`src/rtl/lr35902_ppu_timing.sv`:
```
// LCD dot/line timing generator and PPU register file (FF40-FF4B) for the LR35902 system.
// Produces lx/ly/mode, line/frame strobes and edge-detected VBLANK/STAT interrupt pulses.
module lr35902_ppu_timing #(
    parameter int H_TOTAL  = 456,
    parameter int V_TOTAL  = 154,
    parameter int V_ACTIVE = 144,
    parameter int OAM_END  = 80,
    parameter int XFER_END = 252,
    parameter int LX_W     = 9
) (
    input  logic            clk,
    input  logic            reset,
    input  logic [3:0]      reg_adr,
    input  logic [7:0]      reg_din,
    input  logic            reg_write,
    input  logic            reg_read,
    output logic [7:0]      reg_dout,
    output logic            irq_vblank,
    output logic            irq_stat,
    output logic [LX_W-1:0] lx,
    output logic [7:0]      ly,
    output logic [1:0]      mode,
    output logic            line_start,
    output logic            frame_start
);

    typedef enum logic [1:0] {
        MODE_HBLANK = 2'd0,
        MODE_VBLANK = 2'd1,
        MODE_OAM    = 2'd2,
        MODE_XFER   = 2'd3
    } mode_t;

    localparam logic [LX_W-1:0] LX_LAST = LX_W'(H_TOTAL - 1);
    localparam logic [LX_W-1:0] LX_OAM  = LX_W'(OAM_END);
    localparam logic [LX_W-1:0] LX_XFER = LX_W'(XFER_END);
    localparam logic [7:0]      LY_LAST = 8'(V_TOTAL - 1);
    localparam logic [7:0]      LY_VBL  = 8'(V_ACTIVE);

    logic [7:0] lcdc, scy, scx, lyc, bgp, obp0, obp1, wy, wx;
    logic [3:0] stat_en;   // STAT[6:3]: coincidence, mode2, mode1, mode0 enables
    logic       coinc;
    logic       stat_line;
    mode_t      mode_q;

    logic            wr_lcdc, wr_ly, lcd_on_nxt;
    logic [LX_W-1:0] lx_nxt;
    logic [7:0]      ly_nxt;
    mode_t           mode_nxt;
    logic            coinc_nxt, line_nxt;
    logic [7:0]      rd_data;

    assign wr_lcdc    = reg_write && (reg_adr == 4'h0);
    assign wr_ly      = reg_write && (reg_adr == 4'h4);
    assign lcd_on_nxt = wr_lcdc ? reg_din[7] : lcdc[7];
    assign mode       = mode_q;

    // Counters sit at 0 while off and for the first cycle after switching on; an LY write overrides a wrap.
    always_comb begin
        lx_nxt = '0;
        ly_nxt = '0;
        if (lcd_on_nxt && lcdc[7] && !wr_ly) begin
            if (lx == LX_LAST) begin
                lx_nxt = '0;
                ly_nxt = (ly == LY_LAST) ? 8'd0 : ly + 8'd1;
            end else begin
                lx_nxt = lx + LX_W'(1);
                ly_nxt = ly;
            end
        end
    end

    always_comb begin
        mode_nxt = MODE_HBLANK;
        if (lcd_on_nxt) begin
            if (ly_nxt >= LY_VBL)       mode_nxt = MODE_VBLANK;
            else if (lx_nxt < LX_OAM)   mode_nxt = MODE_OAM;
            else if (lx_nxt < LX_XFER)  mode_nxt = MODE_XFER;
            else                        mode_nxt = MODE_HBLANK;
        end
    end

    // Everything below is computed from next-state so the registered flags line up with lx/ly.
    assign coinc_nxt = (ly_nxt == lyc);
    assign line_nxt  = lcd_on_nxt &
                       ((coinc_nxt & stat_en[3]) |
                        ((mode_nxt == MODE_OAM)    & stat_en[2]) |
                        ((mode_nxt == MODE_VBLANK) & stat_en[1]) |
                        ((mode_nxt == MODE_HBLANK) & stat_en[0]));

    always_ff @(posedge clk or posedge reset) begin
        if (reset) begin
            lx          <= '0;
            ly          <= '0;
            mode_q      <= MODE_HBLANK;
            coinc       <= 1'b0;
            stat_line   <= 1'b0;
            irq_stat    <= 1'b0;
            irq_vblank  <= 1'b0;
            line_start  <= 1'b0;
            frame_start <= 1'b0;
        end else begin
            lx          <= lx_nxt;
            ly          <= ly_nxt;
            mode_q      <= mode_nxt;
            coinc       <= coinc_nxt;
            stat_line   <= line_nxt;
            irq_stat    <= line_nxt & ~stat_line;
            irq_vblank  <= (mode_nxt == MODE_VBLANK) && (mode_q != MODE_VBLANK);
            line_start  <= lcd_on_nxt && (lx_nxt == '0);
            frame_start <= lcd_on_nxt && (lx_nxt == '0) && (ly_nxt == 8'd0);
        end
    end

    always_ff @(posedge clk or posedge reset) begin
        if (reset) begin
            lcdc    <= '0;
            stat_en <= '0;
            scy     <= '0;
            scx     <= '0;
            lyc     <= '0;
            bgp     <= '0;
            obp0    <= '0;
            obp1    <= '0;
            wy      <= '0;
            wx      <= '0;
        end else if (reg_write) begin
            case (reg_adr)
                4'h0:    lcdc    <= reg_din;
                4'h1:    stat_en <= reg_din[6:3];
                4'h2:    scy     <= reg_din;
                4'h3:    scx     <= reg_din;
                4'h5:    lyc     <= reg_din;
                4'h7:    bgp     <= reg_din;
                4'h8:    obp0    <= reg_din;
                4'h9:    obp1    <= reg_din;
                4'hA:    wy      <= reg_din;
                4'hB:    wx      <= reg_din;
                default: ;
            endcase
        end
    end

    always_comb begin
        rd_data = 8'hFF;
        case (reg_adr)
            4'h0:    rd_data = lcdc;
            4'h1:    rd_data = {1'b1, stat_en, coinc, mode_q};
            4'h2:    rd_data = scy;
            4'h3:    rd_data = scx;
            4'h4:    rd_data = ly;
            4'h5:    rd_data = lyc;
            4'h7:    rd_data = bgp;
            4'h8:    rd_data = obp0;
            4'h9:    rd_data = obp1;
            4'hA:    rd_data = wy;
            4'hB:    rd_data = wx;
            default: rd_data = 8'hFF;
        endcase
    end

    // Read data samples pre-write register state, so a same-cycle write is not visible.
    always_ff @(posedge clk or posedge reset) begin
        if (reset)         reg_dout <= '0;
        else if (reg_read) reg_dout <= rd_data;
    end

endmodule
```
`config.mk`:
```
export PLATFORM = sky130hd
export DESIGN_NAME = lr35902_ppu_timing
export DESIGN_NICKNAME = d
export VERILOG_FILES = /design/src/rtl/lr35902_ppu_timing.sv
export SDC_FILE = /design/constraint.sdc
export NUM_CORES = 1
export LEC_CHECK = 0
export CORE_ASPECT_RATIO = 2
export CORE_MARGIN = 4
export CORE_UTILIZATION = 45
export DETAILED_ROUTE_END_ITERATION = 12
export GPL_TIMING_DRIVEN = 1
export PLACE_DENSITY_LB_ADDON = 0.3
export SLEW_MARGIN = 25
export SYNTH_ARGS = -nofsm -noshare
export SYNTH_HDL_FRONTEND = slang
export SYNTH_SLANG_ARGS = --single-unit
```
`constraint.sdc`:
```
create_clock -name clk -period 5.16 [get_ports clk]
set_input_delay 1.032 -clock clk [delete_from_list [all_inputs] [get_ports clk]]
set_output_delay 1.032 -clock clk [all_outputs]
set_load 0.05 [all_outputs]
```
Word level (Yosys, flattened, before mapping)
Index checks and enable logic that the tools add are counted.
Widths: inputs -> output; s select.
- register bits after elaboration: 109
- input port bits: 16
- output and inout bits: 31
- logic and storage cells: 84
- add/subtract/negate cells: 2
- magnitude comparators: 3
- eq/ne operators: 16
- multiplexer cells: 11
- bitwise gates (word level): 10
- reductions and logical operators: 22
- operators by type and width (cell ; count):
    $pmux 8 s11 ; 1
    $mux 8 ; 3
    $reduce_and 2->1 ; 10
    $mux 9 ; 2
    $eq 4x4->1 const B ; 4
    $eq 4x3->1 const B ; 3
    $add 9x1->9 const B ; 1
    $eq 9x9->1 const B ; 1
    $logic_not 9->1 ; 1
    $lt 9x7->1 const B ; 1
    $lt 9x8->1 const B ; 1
    $add 8x1->8 const B ; 1
    $eq 4x2->1 const B ; 2
    $eq 8x8->1 ; 1
    $eq 8x8->1 const B ; 1
    $ge 8x8->1 const B ; 1
    $logic_not 8->1 ; 1
    $mux 2 ; 4
    $logic_and 1x1->1 ; 7
    $and 1x1->1 ; 6
    $eq 4x1->1 const B ; 1
    $logic_not 4->1 ; 1
    $or 1x1->1 ; 3
    $eq 2x1->1 const B ; 1
    other kinds (6) ; 6

Depth between registers and ports, before layout
Gate-level depths: netlist of run 1.
- depth after elaboration: 18
- gate-level depth with buffers: 11
- depth with buffers taken out: 9

Least setup slack after synthesis of run 1
OpenSTA, ideal clock, no wires.
- kind: input to register
- start: input port reg_adr[1]
- end: register irq_stat
- arrival: 2576 ps
- data required time: 5059 ps
- path slack: 2483 ps
- stages on the path: 9
- path buffers: 2
- cell sequence: buf_2 -> nor2_2 -> a41o_2 -> a21o_4 -> buf_6 -> o21a_1 -> a21oi_1 -> nand4_1 -> o32ai_1
- longest elaborated chain between the ends: 18
- ends and longest elaborated chain (what ; RTL line ; RTL):
    start: declaration ; 13 ; input logic [3:0] reg_adr,
    $logic_not 4->1 ; 53 ; assign wr_lcdc = reg_write && (reg_adr == 4'h0);
    $logic_and 1x1->1 ; 53 ;
    $mux 1 ; 55 ; assign lcd_on_nxt = wr_lcdc ? reg_din[7] : lcdc[7];
    $logic_and 1x1->1 (2 in a row) ; 62 ; if (lcd_on_nxt && lcdc[7] && !wr_ly) begin
    $mux 9 ; 62 ;
    $lt 9x8->1 ; 78 ; else if (lx_nxt < LX_XFER) mode_nxt = MODE_XFER;
    $mux 2 ; 78 ;
    $mux 2 ; 77 ; else if (lx_nxt < LX_OAM) mode_nxt = MODE_OAM;
    $mux 2 ; 76 ; if (ly_nxt >= LY_VBL) mode_nxt = MODE_VBLANK;
    $mux 2 ; 75 ; if (lcd_on_nxt) begin
    $eq 2x2->1 ; 87 ; ((mode_nxt == MODE_OAM) & stat_en[2]) |
    $and 1x1->1 ; 87 ;
    $or 1x1->1 ; 86 ; ((coinc_nxt & stat_en[3]) |
    $or 1x1->1 ; 87 ;
    $or 1x1->1 ; 88 ; ((mode_nxt == MODE_VBLANK) & stat_en[1]) |
    $and 1x1->1 (*) ; 85 ; assign line_nxt = lcd_on_nxt &
    $and 1x1->1 (*) ; 108 ; irq_stat <= line_nxt & ~stat_line;
    end signal: assignment ; 108 ;
    end: declaration ; 19 ; output logic irq_stat,
Every way passes the cells marked *; elsewhere a longest branch is shown, timed or not.
A chain may end at the register's enable or synchronous reset.

Worst setup path after layout of run 1
Ends and elaborated chain as after synthesis.

==> metrics.cfg, run 1 <==
[clock_tree]
cts.path.max_buffers=2
clkSinkCount=109
htreeDepth=3
cts_root_buffer=clkbuf_16
cts.clk_slew.worst_paths_ns=0.08
cts_resized=0
hold_buffers=0
cts_made_buffers=9
cts_tree=built
postCtsSetupRepairBufs=0
worstSkewPairLatency_ns=0.35

[sta]
max_slew_margin=0.3677
rsz0062_at_grt=false
hold_viol_final=0
worst_slack_ns=1.840
drv_slew=0
period_share=0.6433
fin_setup_tns_ns=0
fmax_mhz=301.2
worst_pin_slew_ns=0.9450
period_minus_slack_ns=3.320
whs_ns=0.5020
finalSetupViolCount=0
fin_worst_skew_ns=0.006405

[route]
via_per_inst=6.189
post_drt_wl_per_cell_um=22.34
drtAntennaViolNets=0
wl_met1_um=5706
drt_iter0_drc=328
vias=4518
drc=0
drt_wl_total_um=16310
highest_layer=met4
wl_met3_um=611
wl_met2_um=9034
drt_first_pass_iters=5

[cells_and_area]
final_common_cell=dfrtp_1
nFillCells=1140
seq_area_um2=2728
final_cell_mix=dfrtp_1 (109), mux2_2 (75), nor2_1 (52)
multi_input_area_um2=2868
drive_above_1_share=0.2176
area_growth_pct=14.86
layout.nets=593

[critical_path]
start_kind=input port
cp_max_fo=21
path_class=input port to flip-flop
arrival_ns=3.58
crit_required_ns=5.42
rrSetupSlack_ns=2.35
cp-end-kind=flip-flop

[floorplanning]
start_util=0.4614
core_um2=12630
die_w_um=88.46
row_count=58
die_h_um=168.9
die_area_um2=14940
top_level_ports=47

[logic_synthesis]
syn_area_per_cell_um2=10.75
synth-edff-count=0
ys_seq_area_frac=0.4682
synth_nets=561
synthTopCellsByArea=dfrtp_1 (47%), mux2_2 (14%), nor2_1 (3.4%)
netlist_area_um2=5826
yosysTopAreaCell=dfrtp_1
synthDistinctLibCells=74
yosys_warnings=0
ys_ff_latch=109
ys.flop_type=dfrtp_1
synth_top_area_frac=0.4682
async_reset_ff_frac=1.000
syn-instance-count=542

[grt]
grt_pass1_vias=4647
gr-total-overflow=0
grt_max_degree=45
antenna_found_initial=1
grt.total_usage=0.2287
grt_pass1_wl_um=25520

[power_and_ir_drop]
leakage_uw=0.002795
power_density_nw_per_um2=352.3
vdd_ir_drop_max_mv=0.1802

[run]
max-cap-violations=0

[placement]
place_ws_ns=1.540
gp_congestion=0.9008
dpl.hpwl_um=12040
io_buffer_count=46

[status]
status=complete, no violations

[worst_hold_path]
holdCritPathClass=flip-flop to flip-flop

cell type report:
| type | instances | area share |
|---|---|---|
| multi-input cells | 382 | 0.4286 |
| flip-flops and latches | 109 | 0.4076 |
| repair buffers | 57 | 0.08115 |
| clock buffers | 10 | 0.03571 |
| well taps | 150 | 0.02805 |
| clock inverters | 6 | 0.009723 |
| inverters | 15 | 0.008788 |
| diodes | 1 | 0.0003740 |
Yosys cell counts, drive strengths merged, types with 5 or more instances:
cell    count
mux2       76
mux2i      16
dfrtp     109
nor3       13
a31oi       5
buf        22
clkbuf     14
nand2b      5
nor2       54
nand3      18
nand4       6
nand2      34
xor2        7
nor2b       6
a211oi      5
a22oi       6
o21ai      20
and3        8
inv        15
a21oi      24
xnor2      13
critical path: stages:
cell and delay [ns]:
clkdlybuf4s50_1 0.58, buf_4 0.28, nor2_2 0.11, a41o_2 0.37, a21oi_1 0.33, o2111ai_1 0.19
o311ai_2 0.12, nand4_1 0.24, o32ai_1 0.32
cells by family (layout without fill, tap and decap cells):
family	count (synthesis)	count (layout)	synth area share
multiplexers	92	92	0.1750
flip-flops	109	109	0.4682
buffers and inverters	51	88	0.03952
adder cells (fa/ha/maj)	3	3	0.006444
other	0	1	0
AO/OA/AOI/OAI	100	100	0.1235
AND/OR/NAND/NOR	167	167	0.1572
XOR/XNOR	20	20	0.03007
routing by layer:
layer,track usage,vias to the layer above
met3,0.02923,57
met4,0.1316,0
met5,0,-
met1,0.2442,2256
met2,0.4147,175
li1,-,2030
registers in the layout (all words and copies together), names as in the netlist, 2 cells and up:
| name | cells |
|---|---|
| lx | 9 |
| bgp | 8 |
| lcdc | 8 |
| ly | 8 |
| lyc | 8 |
| obp0 | 8 |
| obp1 | 8 |
| reg_dout | 8 |
| scx | 8 |
| scy | 8 |
| wx | 8 |
| wy | 8 |
| stat_en | 4 |
| mode | 2 |
final timing paths:
kind,start,endpoint,depth (start not counted)
setup / recovery,reg_adr[1],irq_stat$_DFF_PP0_,9
hold / removal,reg_dout[6]$_DFFE_PP0P_,reg_dout[6]$_DFFE_PP0P_,1
setup reg to reg,lx[0]$_DFF_PP0_,irq_stat$_DFF_PP0_,8
hold reg to reg,reg_dout[6]$_DFFE_PP0P_,reg_dout[6]$_DFFE_PP0P_,1
max in group asynchronous,reset,obp0[4]$_DFFE_PP0P_,3
min in group asynchronous,reset,obp0[6]$_DFFE_PP0P_,2
report_power, final:
part / switching [µW] / total (µW) / internal (µW) / leakage (µW)
combinational: 286 / 524 / 238 / 0.00128
sequential: 118 / 1130 / 1010 / 0.00136
clock: 345 / 700 / 356 / 0.000150
through the flow:
step | total power, µW | instance area [µm²] | instances | utilization
floorplan | 1495 | 5826 | 542 | -
global placement | 1653 | 6385 | 713 | 0.5056
detailed placement | 1669 | 6385 | 713 | 0.5056
CTS | 2363 | 6689 | 729 | 0.5297
global route | 2461 | 6691 | 730 | 0.5299
finish | 2358 | 6691 | 730 | 0.5299
(Power assumes the default switching activity.)
==> run 2, diff against run 1 <==
==> constraint.sdc (replaced) <==
create_clock -name clk -period 3.4 [get_ports clk]
set_input_delay 0.68 -clock clk [delete_from_list [all_inputs] [get_ports clk]]
set_output_delay 0.68 -clock clk [all_outputs]
set_load 0.05 [all_outputs]
==> metrics.cfg, run 2 (synthesis results as in run 1) <==
[floorplanning]
row_count=58
die_w_um=88.46
top_level_ports=47
core_um2=12630
die_area_um2=14940
die_h_um=168.9
start_util=0.4614

[sta]
whs_ns=0.5002
max_slew_margin=0.5004
rsz0062_at_grt=false
hold_viol_final=0
drv_slew=0
fin_worst_skew_ns=0.007036
period_share=0.8289
finalSetupViolCount=0
period_minus_slack_ns=2.818
worst_pin_slew_ns=0.7478
fmax_mhz=354.8
fin_setup_tns_ns=0

[clock_tree]
hold_buffers=0
worstSkewPairLatency_ns=0.35
cts_made_buffers=9
cts.path.max_buffers=2
cts_resized=0
cts.clk_slew.worst_paths_ns=0.07
postCtsSetupRepairBufs=0
cts_root_buffer=clkbuf_16
htreeDepth=3
cts_tree=built
clkSinkCount=109

[grt]
grt_pass1_wl_um=25700
antenna_found_initial=0
grt_max_degree=51
grt_pass1_vias=4761
gr-total-overflow=0
grt.total_usage=0.2262

[critical_path]
crit_required_ns=3.64
start_kind=flip-flop
rr_worst_depth=7
arrival_ns=3.06
cp_max_fo=9
path_class=flip-flop to flip-flop
cp-end-kind=flip-flop

[power_and_ir_drop]
vdd_ir_drop_max_mv=0.2976
clkPwrFrac=0.307
share_comb_of_total_power=0.223
pwr-share-seq=0.470
leakage_uw=0.002863
internal_power_uw=2556
power_density_nw_per_um2=533.6
swShare=0.2983
p_sw_uw=1086

[cells_and_area]
drive_above_1_share=0.2309
final_cell_mix=dfrtp_1 (109), mux2_2 (75), nor2_1 (52)
top_register=lx
area_growth_pct=17.16
largest_reg_flops=9
utilization=0.5405
n_antenna_cell=0
layout.nets=605
final_common_cell=dfrtp_1

[route]
via_per_inst=6.194
drt_iter0_drc=224
drt_wl_total_um=16210
vias=4577
drc=0
drt_first_pass_iters=4
drtAntennaViolNets=0
post_drt_wl_per_cell_um=21.94

[run]
max-cap-violations=0

[status]
status=complete, no violations

[worst_hold_path]
holdCritPathClass=flip-flop to flip-flop
worstHoldPathCells=2

[placement]
dpl.hpwl_um=12250
gp_congestion=0.9360
io_buffer_count=46

[run 2: critical path: stages (launching register included)]
cell and delay (ns):
dfrtp_1 0.47, ha_1 0.41, and4b_1 0.48, nand3_1 0.21, o221a_1 0.30, o311ai_2 0.31
nand4_1 0.22, o32ai_1 0.32
[run 2: area by class of cell]
class | instances | area, µm²
Clock inverter | 5 | 86.33
Timing Repair Buffer | 69 | 670.6
Multi-Input combinational cell | 382 | 2868
Clock buffer | 9 | 225.2
Inverter | 15 | 60.06
Tap cell | 150 | 187.7
Sequential cell | 109 | 2728
Fill cell | 1127 | 5802
[run 2: path summary, 6_finish.rpt]
check                                           to                     from  slack [ns]
max in group asynchronous        wx[0]$_DFFE_PP0P_                    reset        1.78
hold reg to reg            reg_dout[3]$_DFFE_PP0P_  reg_dout[3]$_DFFE_PP0P_        0.50
min in group asynchronous          lx[3]$_DFF_PP0_                    reset        0.80
setup reg to reg                irq_stat$_DFF_PP0_          lx[0]$_DFF_PP0_        0.58
hold / removal             reg_dout[3]$_DFFE_PP0P_  reg_dout[3]$_DFFE_PP0P_        0.50
setup / recovery                irq_stat$_DFF_PP0_          lx[0]$_DFF_PP0_        0.58
[run 2: power groups by stage]
stage	sequential [µW]	combinational (µW)	clock (µW)
2_1_floorplan	1780	486	0
3_5_place_dp	1730	814	0
3_3_place_gp	1720	797	0
4_1_cts	1710	817	1130
6_report	1710	812	1120
5_1_grt	1740	883	1180
[run 2: per-layer routing]
metal  share of wire  vias to the layer above  track usage
met5               0                        -            0
met4           0.071                        0       0.1526
met3           0.036                       68      0.02874
met2            0.55                      157       0.4023
met1            0.35                     2307       0.2386
li1                -                     2045            -
[run 2: metrics by stage]
step / instances / instance area, µm² / power [µW] / worst slack, ns
6_report: 739 / 6825 / 3642 / 0.5817
5_1_grt: 739 / 6825 / 3807 / 0.4138
4_1_cts: 739 / 6825 / 3659 / 0.5925
3_5_place_dp: 725 / 6514 / 2547 / 0.3513
3_3_place_gp: 725 / 6514 / 2519 / 0.4012
2_1_floorplan: 542 / 5829 / 2269 / 0.8207
